===== config.mk =====
export PLATFORM = sky130hd
export DESIGN_NAME = sched_table_writer_flat
export DESIGN_NICKNAME = d
export VERILOG_FILES = /design/src/rtl/sched_pkg.sv /design/src/rtl/sched_table_writer_if.sv /design/src/rtl/sched_bank_pair.sv /design/src/rtl/sched_table_writer.sv /design/src/flat_wrapper.sv
export SDC_FILE = /design/constraint.sdc
export NUM_CORES = 1
export LEC_CHECK = 0
export BUFFER_PORTS_ARGS = -buffer_cell sky130_fd_sc_hd__buf_2
export CORE_ASPECT_RATIO = 0.5
export CORE_MARGIN = 8
export CORE_UTILIZATION = 44
export DETAILED_ROUTE_END_ITERATION = 16
export SLEW_MARGIN = 30
export SYNTH_ARGS = -nofsm -noshare
export SYNTH_HDL_FRONTEND = slang
export SYNTH_HIERARCHICAL = 1
export SYNTH_SLANG_ARGS = --single-unit
export TNS_END_PERCENT = 20

===== constraint.sdc =====
create_clock -name clk -period 4.1 [get_ports clk]
set_input_delay 0.82 -clock clk [delete_from_list [all_inputs] [get_ports clk]]
set_output_delay 0.82 -clock clk [all_outputs]
set_load 0.1 [all_outputs]

===== src/rtl/sched_pkg.sv =====
// Shared widths, markers and encodings for the slot-schedule table writer.
package sched_pkg;

    localparam int              DEPTH    = 16;
    localparam int              IDX_W    = 4;
    localparam int              INFO_W   = 8;
    localparam logic [IDX_W-1:0] END_MARK = 4'hF;
    localparam logic [IDX_W-1:0] LAST_K   = IDX_W'(DEPTH - 1);

    typedef enum logic [1:0] {
        OP_WR_ENTRY = 2'd0,
        OP_WR_INFO  = 2'd1,
        OP_COMMIT   = 2'd2,
        OP_CLEAR    = 2'd3
    } cmd_op_e;

    typedef enum logic [1:0] {
        IDLE        = 2'd0,
        COMMIT_WAIT = 2'd1,
        COPY        = 2'd2,
        CLEAR       = 2'd3
    } state_e;

endpackage


===== src/rtl/sched_table_writer_if.sv =====
// Host command port: valid/ready handshake carrying op, address and data.
interface sched_table_writer_if;

    logic                         cmd_valid;
    logic                         cmd_ready;
    logic [1:0]                   cmd_op;
    logic [sched_pkg::IDX_W-1:0]  cmd_addr;
    logic [sched_pkg::INFO_W-1:0] cmd_data;

    modport master (
        output cmd_valid, cmd_op, cmd_addr, cmd_data,
        input  cmd_ready
    );

    modport slave (
        input  cmd_valid, cmd_op, cmd_addr, cmd_data,
        output cmd_ready
    );

endinterface


===== src/rtl/sched_bank_pair.sv =====
// Two register banks of entry/task-info tables: writes go to the shadow bank,
// registered scheduler reads and the copy-read port see the active bank.
module sched_bank_pair
    import sched_pkg::*;
(
    input  logic              clk,
    input  logic              rst,
    input  logic              i_active_bank,
    input  logic              i_entry_we,
    input  logic [IDX_W-1:0]  i_entry_addr,
    input  logic [IDX_W-1:0]  i_entry_data,
    input  logic              i_info_we,
    input  logic [IDX_W-1:0]  i_info_addr,
    input  logic [INFO_W-1:0] i_info_data,
    input  logic [IDX_W-1:0]  i_cp_idx,
    output logic [IDX_W-1:0]  o_cp_entry,
    output logic [INFO_W-1:0] o_cp_info,
    input  logic [IDX_W-1:0]  i_rd_entry_idx,
    output logic [IDX_W-1:0]  o_rd_entry_task,
    input  logic [IDX_W-1:0]  i_rd_task_no,
    output logic [INFO_W-1:0] o_rd_task_info
);

    logic [IDX_W-1:0]  r_entry [2][DEPTH];
    logic [INFO_W-1:0] r_info  [2][DEPTH];
    logic [IDX_W-1:0]  r_rd_entry_task;
    logic [INFO_W-1:0] r_rd_task_info;
    logic              w_shadow;

    assign w_shadow   = ~i_active_bank;
    assign o_cp_entry = r_entry[i_active_bank][i_cp_idx];
    assign o_cp_info  = r_info[i_active_bank][i_cp_idx];

    // NOTE: the tables are reset in full because an empty schedule must read
    // as END_MARK/zero; this keeps them in flops rather than a RAM macro.
    always_ff @(posedge clk) begin
        if (!rst) begin
            for (int b = 0; b < 2; b++) begin
                for (int i = 0; i < DEPTH; i++) begin
                    r_entry[b][i] <= END_MARK;
                    r_info[b][i]  <= '0;
                end
            end
            r_rd_entry_task <= END_MARK;
            r_rd_task_info  <= '0;
        end else begin
            if (i_entry_we) r_entry[w_shadow][i_entry_addr] <= i_entry_data;
            if (i_info_we)  r_info[w_shadow][i_info_addr]   <= i_info_data;
            r_rd_entry_task <= r_entry[i_active_bank][i_rd_entry_idx];
            r_rd_task_info  <= r_info[i_active_bank][i_rd_task_no];
        end
    end

    assign o_rd_entry_task = r_rd_entry_task;
    assign o_rd_task_info  = r_rd_task_info;

endmodule


===== src/rtl/sched_table_writer.sv =====
// Command decode and commit/copy/clear FSM around the double-buffered tables;
// a commit only takes effect at a scheduler frame boundary.
module sched_table_writer
    import sched_pkg::*;
(
    input  logic                 clk,
    input  logic                 rst,
    sched_table_writer_if.slave  cmd,
    input  logic                 frame_end,
    input  logic [IDX_W-1:0]     rd_entry_idx,
    output logic [IDX_W-1:0]     rd_entry_task,
    input  logic [IDX_W-1:0]     rd_task_no,
    output logic [INFO_W-1:0]    rd_task_info,
    output logic                 active_bank,
    output logic                 commit_pending,
    output logic                 err
);

    state_e            r_state;
    logic              r_cmd_ready;
    logic              r_active_bank;
    logic              r_commit_pending;
    logic              r_err;
    logic [IDX_W-1:0]  r_k;

    cmd_op_e           w_op;
    logic              w_accept;
    logic              w_entry_we;
    logic [IDX_W-1:0]  w_entry_addr;
    logic [IDX_W-1:0]  w_entry_data;
    logic              w_info_we;
    logic [IDX_W-1:0]  w_info_addr;
    logic [INFO_W-1:0] w_info_data;
    logic [IDX_W-1:0]  w_cp_entry;
    logic [INFO_W-1:0] w_cp_info;

    assign w_op     = cmd_op_e'(cmd.cmd_op);
    assign w_accept = cmd.cmd_valid && r_cmd_ready && (r_state == IDLE);

    // NOTE: every signal gets a default first so no path leaves one unassigned
    // and infers a latch.
    always_comb begin
        w_entry_we   = 1'b0;
        w_entry_addr = r_k;
        w_entry_data = END_MARK;
        w_info_we    = 1'b0;
        w_info_addr  = r_k;
        w_info_data  = '0;
        unique case (r_state)
            IDLE: begin
                w_entry_addr = cmd.cmd_addr;
                w_entry_data = cmd.cmd_data[IDX_W-1:0];
                w_info_addr  = cmd.cmd_addr;
                w_info_data  = cmd.cmd_data;
                w_entry_we   = w_accept && (w_op == OP_WR_ENTRY);
                w_info_we    = w_accept && (w_op == OP_WR_INFO) && (cmd.cmd_addr != END_MARK);
            end
            COPY: begin
                w_entry_we   = 1'b1;
                w_entry_data = w_cp_entry;
                w_info_we    = 1'b1;
                w_info_data  = w_cp_info;
            end
            CLEAR: begin
                w_entry_we = 1'b1;
                w_info_we  = 1'b1;
            end
            COMMIT_WAIT: ;
        endcase
    end

    // NOTE: sequential state uses non-blocking assignments so every register
    // samples pre-edge values regardless of statement order.
    always_ff @(posedge clk) begin
        if (!rst) begin
            r_state          <= IDLE;
            r_cmd_ready      <= 1'b0;
            r_active_bank    <= 1'b0;
            r_commit_pending <= 1'b0;
            r_err            <= 1'b0;
            r_k              <= '0;
        end else begin
            r_err <= 1'b0;
            unique case (r_state)
                IDLE: begin
                    r_cmd_ready <= 1'b1;
                    if (w_accept) begin
                        unique case (w_op)
                            OP_WR_ENTRY: ;
                            OP_WR_INFO:  r_err <= (cmd.cmd_addr == END_MARK);
                            OP_COMMIT: begin
                                r_state          <= COMMIT_WAIT;
                                r_commit_pending <= 1'b1;
                                r_cmd_ready      <= 1'b0;
                            end
                            OP_CLEAR: begin
                                r_state     <= CLEAR;
                                r_k         <= '0;
                                r_cmd_ready <= 1'b0;
                            end
                        endcase
                    end
                end
                COMMIT_WAIT: begin
                    if (frame_end) begin
                        r_active_bank    <= ~r_active_bank;
                        r_commit_pending <= 1'b0;
                        r_state          <= COPY;
                        r_k              <= '0;
                    end
                end
                COPY, CLEAR: begin
                    r_k <= r_k + IDX_W'(1);
                    if (r_k == LAST_K) begin
                        r_state     <= IDLE;
                        r_cmd_ready <= 1'b1;
                    end
                end
            endcase
        end
    end

    sched_bank_pair u_banks (
        .clk             (clk),
        .rst             (rst),
        .i_active_bank   (r_active_bank),
        .i_entry_we      (w_entry_we),
        .i_entry_addr    (w_entry_addr),
        .i_entry_data    (w_entry_data),
        .i_info_we       (w_info_we),
        .i_info_addr     (w_info_addr),
        .i_info_data     (w_info_data),
        .i_cp_idx        (r_k),
        .o_cp_entry      (w_cp_entry),
        .o_cp_info       (w_cp_info),
        .i_rd_entry_idx  (rd_entry_idx),
        .o_rd_entry_task (rd_entry_task),
        .i_rd_task_no    (rd_task_no),
        .o_rd_task_info  (rd_task_info)
    );

    assign cmd.cmd_ready   = r_cmd_ready && rst;
    assign active_bank     = r_active_bank;
    assign commit_pending  = r_commit_pending;
    assign err             = r_err;

endmodule


===== src/flat_wrapper.sv =====
// flat-port wrapper written by rule: the top's interface ports become plain ports
module sched_table_writer_flat import sched_pkg::*;
  (clk, rst, frame_end, rd_entry_idx, rd_entry_task, rd_task_no, rd_task_info, active_bank, commit_pending, err, cmd_cmd_valid, cmd_cmd_op, cmd_cmd_addr, cmd_cmd_data, cmd_cmd_ready);
  sched_table_writer_if cmd_i ();
  input  logic clk;
  input  logic rst;
  input  logic frame_end;
  input  logic [IDX_W-1:0] rd_entry_idx;
  output logic [IDX_W-1:0] rd_entry_task;
  input  logic [IDX_W-1:0] rd_task_no;
  output logic [INFO_W-1:0] rd_task_info;
  output logic active_bank;
  output logic commit_pending;
  output logic err;
  input wire logic [$bits(cmd_i.cmd_valid)-1:0] cmd_cmd_valid;
  input wire logic [$bits(cmd_i.cmd_op)-1:0] cmd_cmd_op;
  input wire logic [$bits(cmd_i.cmd_addr)-1:0] cmd_cmd_addr;
  input wire logic [$bits(cmd_i.cmd_data)-1:0] cmd_cmd_data;
  output wire logic [$bits(cmd_i.cmd_ready)-1:0] cmd_cmd_ready;
  assign cmd_i.cmd_valid = cmd_cmd_valid;
  assign cmd_i.cmd_op = cmd_cmd_op;
  assign cmd_i.cmd_addr = cmd_cmd_addr;
  assign cmd_i.cmd_data = cmd_cmd_data;
  assign cmd_cmd_ready = cmd_i.cmd_ready;
  sched_table_writer u_core (.clk(clk), .rst(rst), .cmd(cmd_i), .frame_end(frame_end), .rd_entry_idx(rd_entry_idx), .rd_entry_task(rd_entry_task), .rd_task_no(rd_task_no), .rd_task_info(rd_task_info), .active_bank(active_bank), .commit_pending(commit_pending), .err(err));
endmodule

==> impl_metrics.env <==
export IMPL_hold_path_depth=2
export IMPL_min_from="u_core/commit_pending"
export IMPL_hpwl_um=53000
export IMPL_grt_pass1_vias=13700
export IMPL_nets=1558
export IMPL_rr_endpoint="u_core/u_banks/r_entry[0][18]"
export IMPL_drive_gt1_share_pct=26.3
export IMPL_finalHoldViolCount=0
export IMPL_crit_arrival_ns=3.95
export IMPL_antenna_found_initial=3
export IMPL_r2r_cells=9
export IMPL_worst_slew_pin_slew_ns=1.04
export IMPL_rsz0062_at_grt="no"
export IMPL_finalPower_mw=9.76
export IMPL_synth_nets=1494
export IMPL_async_flop_share_pct=0
export IMPL_final_antenna_net_count=0
export IMPL_maxSlewHeadroom_pct=30.9
export IMPL_layout_area_overhead_vs_synth_pct=12.3
export IMPL_port_buffers=41
export IMPL_wl_per_cell_um=33.4
export IMPL_viasPerCell=6.64
export IMPL_avgSynthCellArea_sq_um=14.5
export IMPL_fp_dieW_um=326
export IMPL_cts_clk_slew_worst_paths_ns=0.06
export IMPL_drc_errors=0
export IMPL_p_per_area_nw_per_um2=410
export IMPL_path_class="reg -> reg"
export IMPL_maxSlewViolCount=0
export IMPL_hold_path_class="reg -> reg"
export IMPL_core_sq_um=48100
export IMPL_yosysWarnings=6
export IMPL_grt_max_degree=49
export IMPL_status="finished, final reports clean"
export IMPL_r2r_setup_slack_ns=0.42
export IMPL_cts_hold_buf=0
export IMPL_std_cell_rows=57
export IMPL_seq_area_frac_synth_pct=56.5
export IMPL_synth_distinct_cells=58
export IMPL_cts_sinks=406
export IMPL_cts_max_path_buffers=3
export IMPL_synth_seq_cells=406
export IMPL_cts_resized=0
export IMPL_grtUsageTotal_pct=26.0
export IMPL_grt_pass1_wl_um=104000
export IMPL_drt_iter0_drc=2478
export IMPL_p_leak_nw=7.63
export IMPL_initial_core_util_pct=44.1
export IMPL_setup_viol=0
export IMPL_fin_crit_sh_pct=89.7
export IMPL_syn_instance_count=1467
export IMPL_worst_setup_path_end_kind="flop"
export IMPL_grt_ovfl_total=0
export IMPL_rr_startpoint="u_core/active_bank"
export IMPL_yosys_top_cells_area="edfxtp_1 54%, mux4_2 14%, mux2i_1 5.9%, and2_1 4.3%, dfxtp_1 2.1%"
export IMPL_wirelength_um=73900
export IMPL_synth_edff_count=384
export IMPL_worstPathMaxFanout=38
export IMPL_first_pass_iters=8
export IMPL_ioPinCount=42
export IMPL_chipHeight_um=171
export IMPL_cts_tree="done"
export IMPL_dieArea_sq_um=55900
export IMPL_insertion_delay_ns=0.55
export IMPL_post_cts_setup_buffers=0
export IMPL_place_gp_congestion=0.998
export IMPL_vdd_drop_max_v=0.000239
export IMPL_syn_area_sq_um=21200
export IMPL_num_vias=14700
export IMPL_cts_root_buffer="clkbuf_16"
export IMPL_cp_start_kind="flop"
export IMPL_synth_top_area_share_pct=54.4
export IMPL_hold_path_end="u_core/commit_pending"
export IMPL_maxCapViolations=0
export IMPL_numCtsBuffers=40
export IMPL_synth_most_common_cell="edfxtp_1"
export IMPL_tns_ns=0
export IMPL_htree_levels=2
export IMPL_synth_top_area_cell="edfxtp_1"
export IMPL_synth_top_cells_by_count="384 x edfxtp_1, 145 x and2_1, 133 x mux4_2"
export IMPL_min_period_ns=3.68
export IMPL_fin_worst_skew_ns=0.0293
export IMPL_critPathRequiredTime_ns=4.38
export IMPL_synth_main_ff_cell="edfxtp_1"
export IMPL_fill_cells=4117
export IMPL_fmax_mhz=272
## critical path, stage by stage, from the launching register on
cell	delay, ns
dfxtp_4	0.91
buf_4	0.35
mux4_2	0.54
mux2i_1	0.15
o21a_1	0.19
a22oi_1	0.11
a21oi_1	0.16
nand2_1	0.28
buf_4	0.29
or3_1	0.38
## logic make-up (layout without fill, tap and decap cells)
logic type      Yosys count  after routing  synth area share [%]
compound gates          215            215                  6.56
xor+xnor                  1              1                0.0413
fa+ha+maj                 1              1                0.0590
buf+inv                 131            224                  3.17
flops                   406            406                  56.5
mux                     298            298                  22.5
other cells               0              2                     0
simple gates            415            415                  11.2
## sequential cells by signal, summed over array words and instances, names as in the netlist
| signal | cells |
|---|---|
| u_core/u_banks/r_info | 256 |
| u_core/u_banks/r_entry | 128 |
| u_core/u_banks/o_rd_task_info | 8 |
| u_core/r_k | 4 |
| u_core/u_banks/o_rd_entry_task | 4 |
| u_core/r_state | 2 |
| u_core/active_bank | 1 |
| u_core/commit_pending | 1 |
| u_core/err | 1 |
| u_core/r_cmd_ready | 1 |
## metrics by stage
stage | instances | hold slack (ns) | area (sq um) | setup WS [ns] | util, %
after floorplan | 1467 | 0.521 | 21200 | 0.519 | -
after global placement | 2138 | 0.458 | 22500 | 0.476 | 46.8
after detailed placement | 2138 | 0.470 | 22500 | 0.425 | 46.8
after CTS | 2209 | 0.488 | 23800 | 0.430 | 49.5
after global routing | 2209 | 0.529 | 23800 | 0.260 | 49.5
final | 2211 | 0.484 | 23800 | 0.423 | 49.5
## area by class of cell
cell class	instances	area, sq um	area share [%]
multi-input cells	930	8570	36.0
inverters	6	22.5	0.0946
flip-flops and latches	406	12000	50.3
clock buffers	49	1060	4.43
repair buffers	147	1110	4.64
clock inverters	22	263	1.10
well taps	649	812	3.41
diodes	2	5.00	0.0210
## layer usage
layer / global-route usage (%) / up-vias / share of wire (%)
met5: 0 / - / 0
met4: 3.29 / 0 / 1.3
met3: 12.5 / 83 / 17
met2: 30.3 / 1079 / 35
met1: 42.4 / 7574 / 47
li1: - / 5943 / -
## layout by cell type, fill, tap and decap left out, drive strengths merged, types with 14 or more instances in the layout
master / instances
a31oi: 15
and2: 145
o21ai: 59
nor2: 28
buf: 147
a22oi: 49
dfxtp: 22
nand2: 72
mux2: 34
or2: 24
or3: 54
mux2i: 126
nand2b: 19
mux4: 138
clkbuf: 49
nor2b: 14
edfxtp: 384
a21oi: 31
## report_power, final
group          total [mW]  internal, mW  switching (mW)  leakage [nW]
combinational        1.16         0.356           0.801          3.28
clock                3.84          2.21            1.63         0.635
sequential           4.76          4.67          0.0869          3.72
## worst max-delay path by stage
stage                  startpoint                       endpoint  slack [ns]  cells past startpoint
2_1_floorplan  u_core/active_bank   u_core/u_banks/r_entry[1][0]        0.52                     11
3_3_place_gp        cmd_cmd_op[1]  u_core/u_banks/r_info[0][122]        0.48                      8
3_5_place_dp        cmd_cmd_op[1]  u_core/u_banks/r_info[0][122]        0.42                      8
4_1_cts        u_core/active_bank  u_core/u_banks/r_entry[0][38]        0.43                      9
5_1_grt        u_core/active_bank  u_core/u_banks/r_entry[0][18]        0.26                      9
6_report       u_core/active_bank  u_core/u_banks/r_entry[0][18]        0.42                      9
Note: power is estimated with default switching activity, not from simulation.
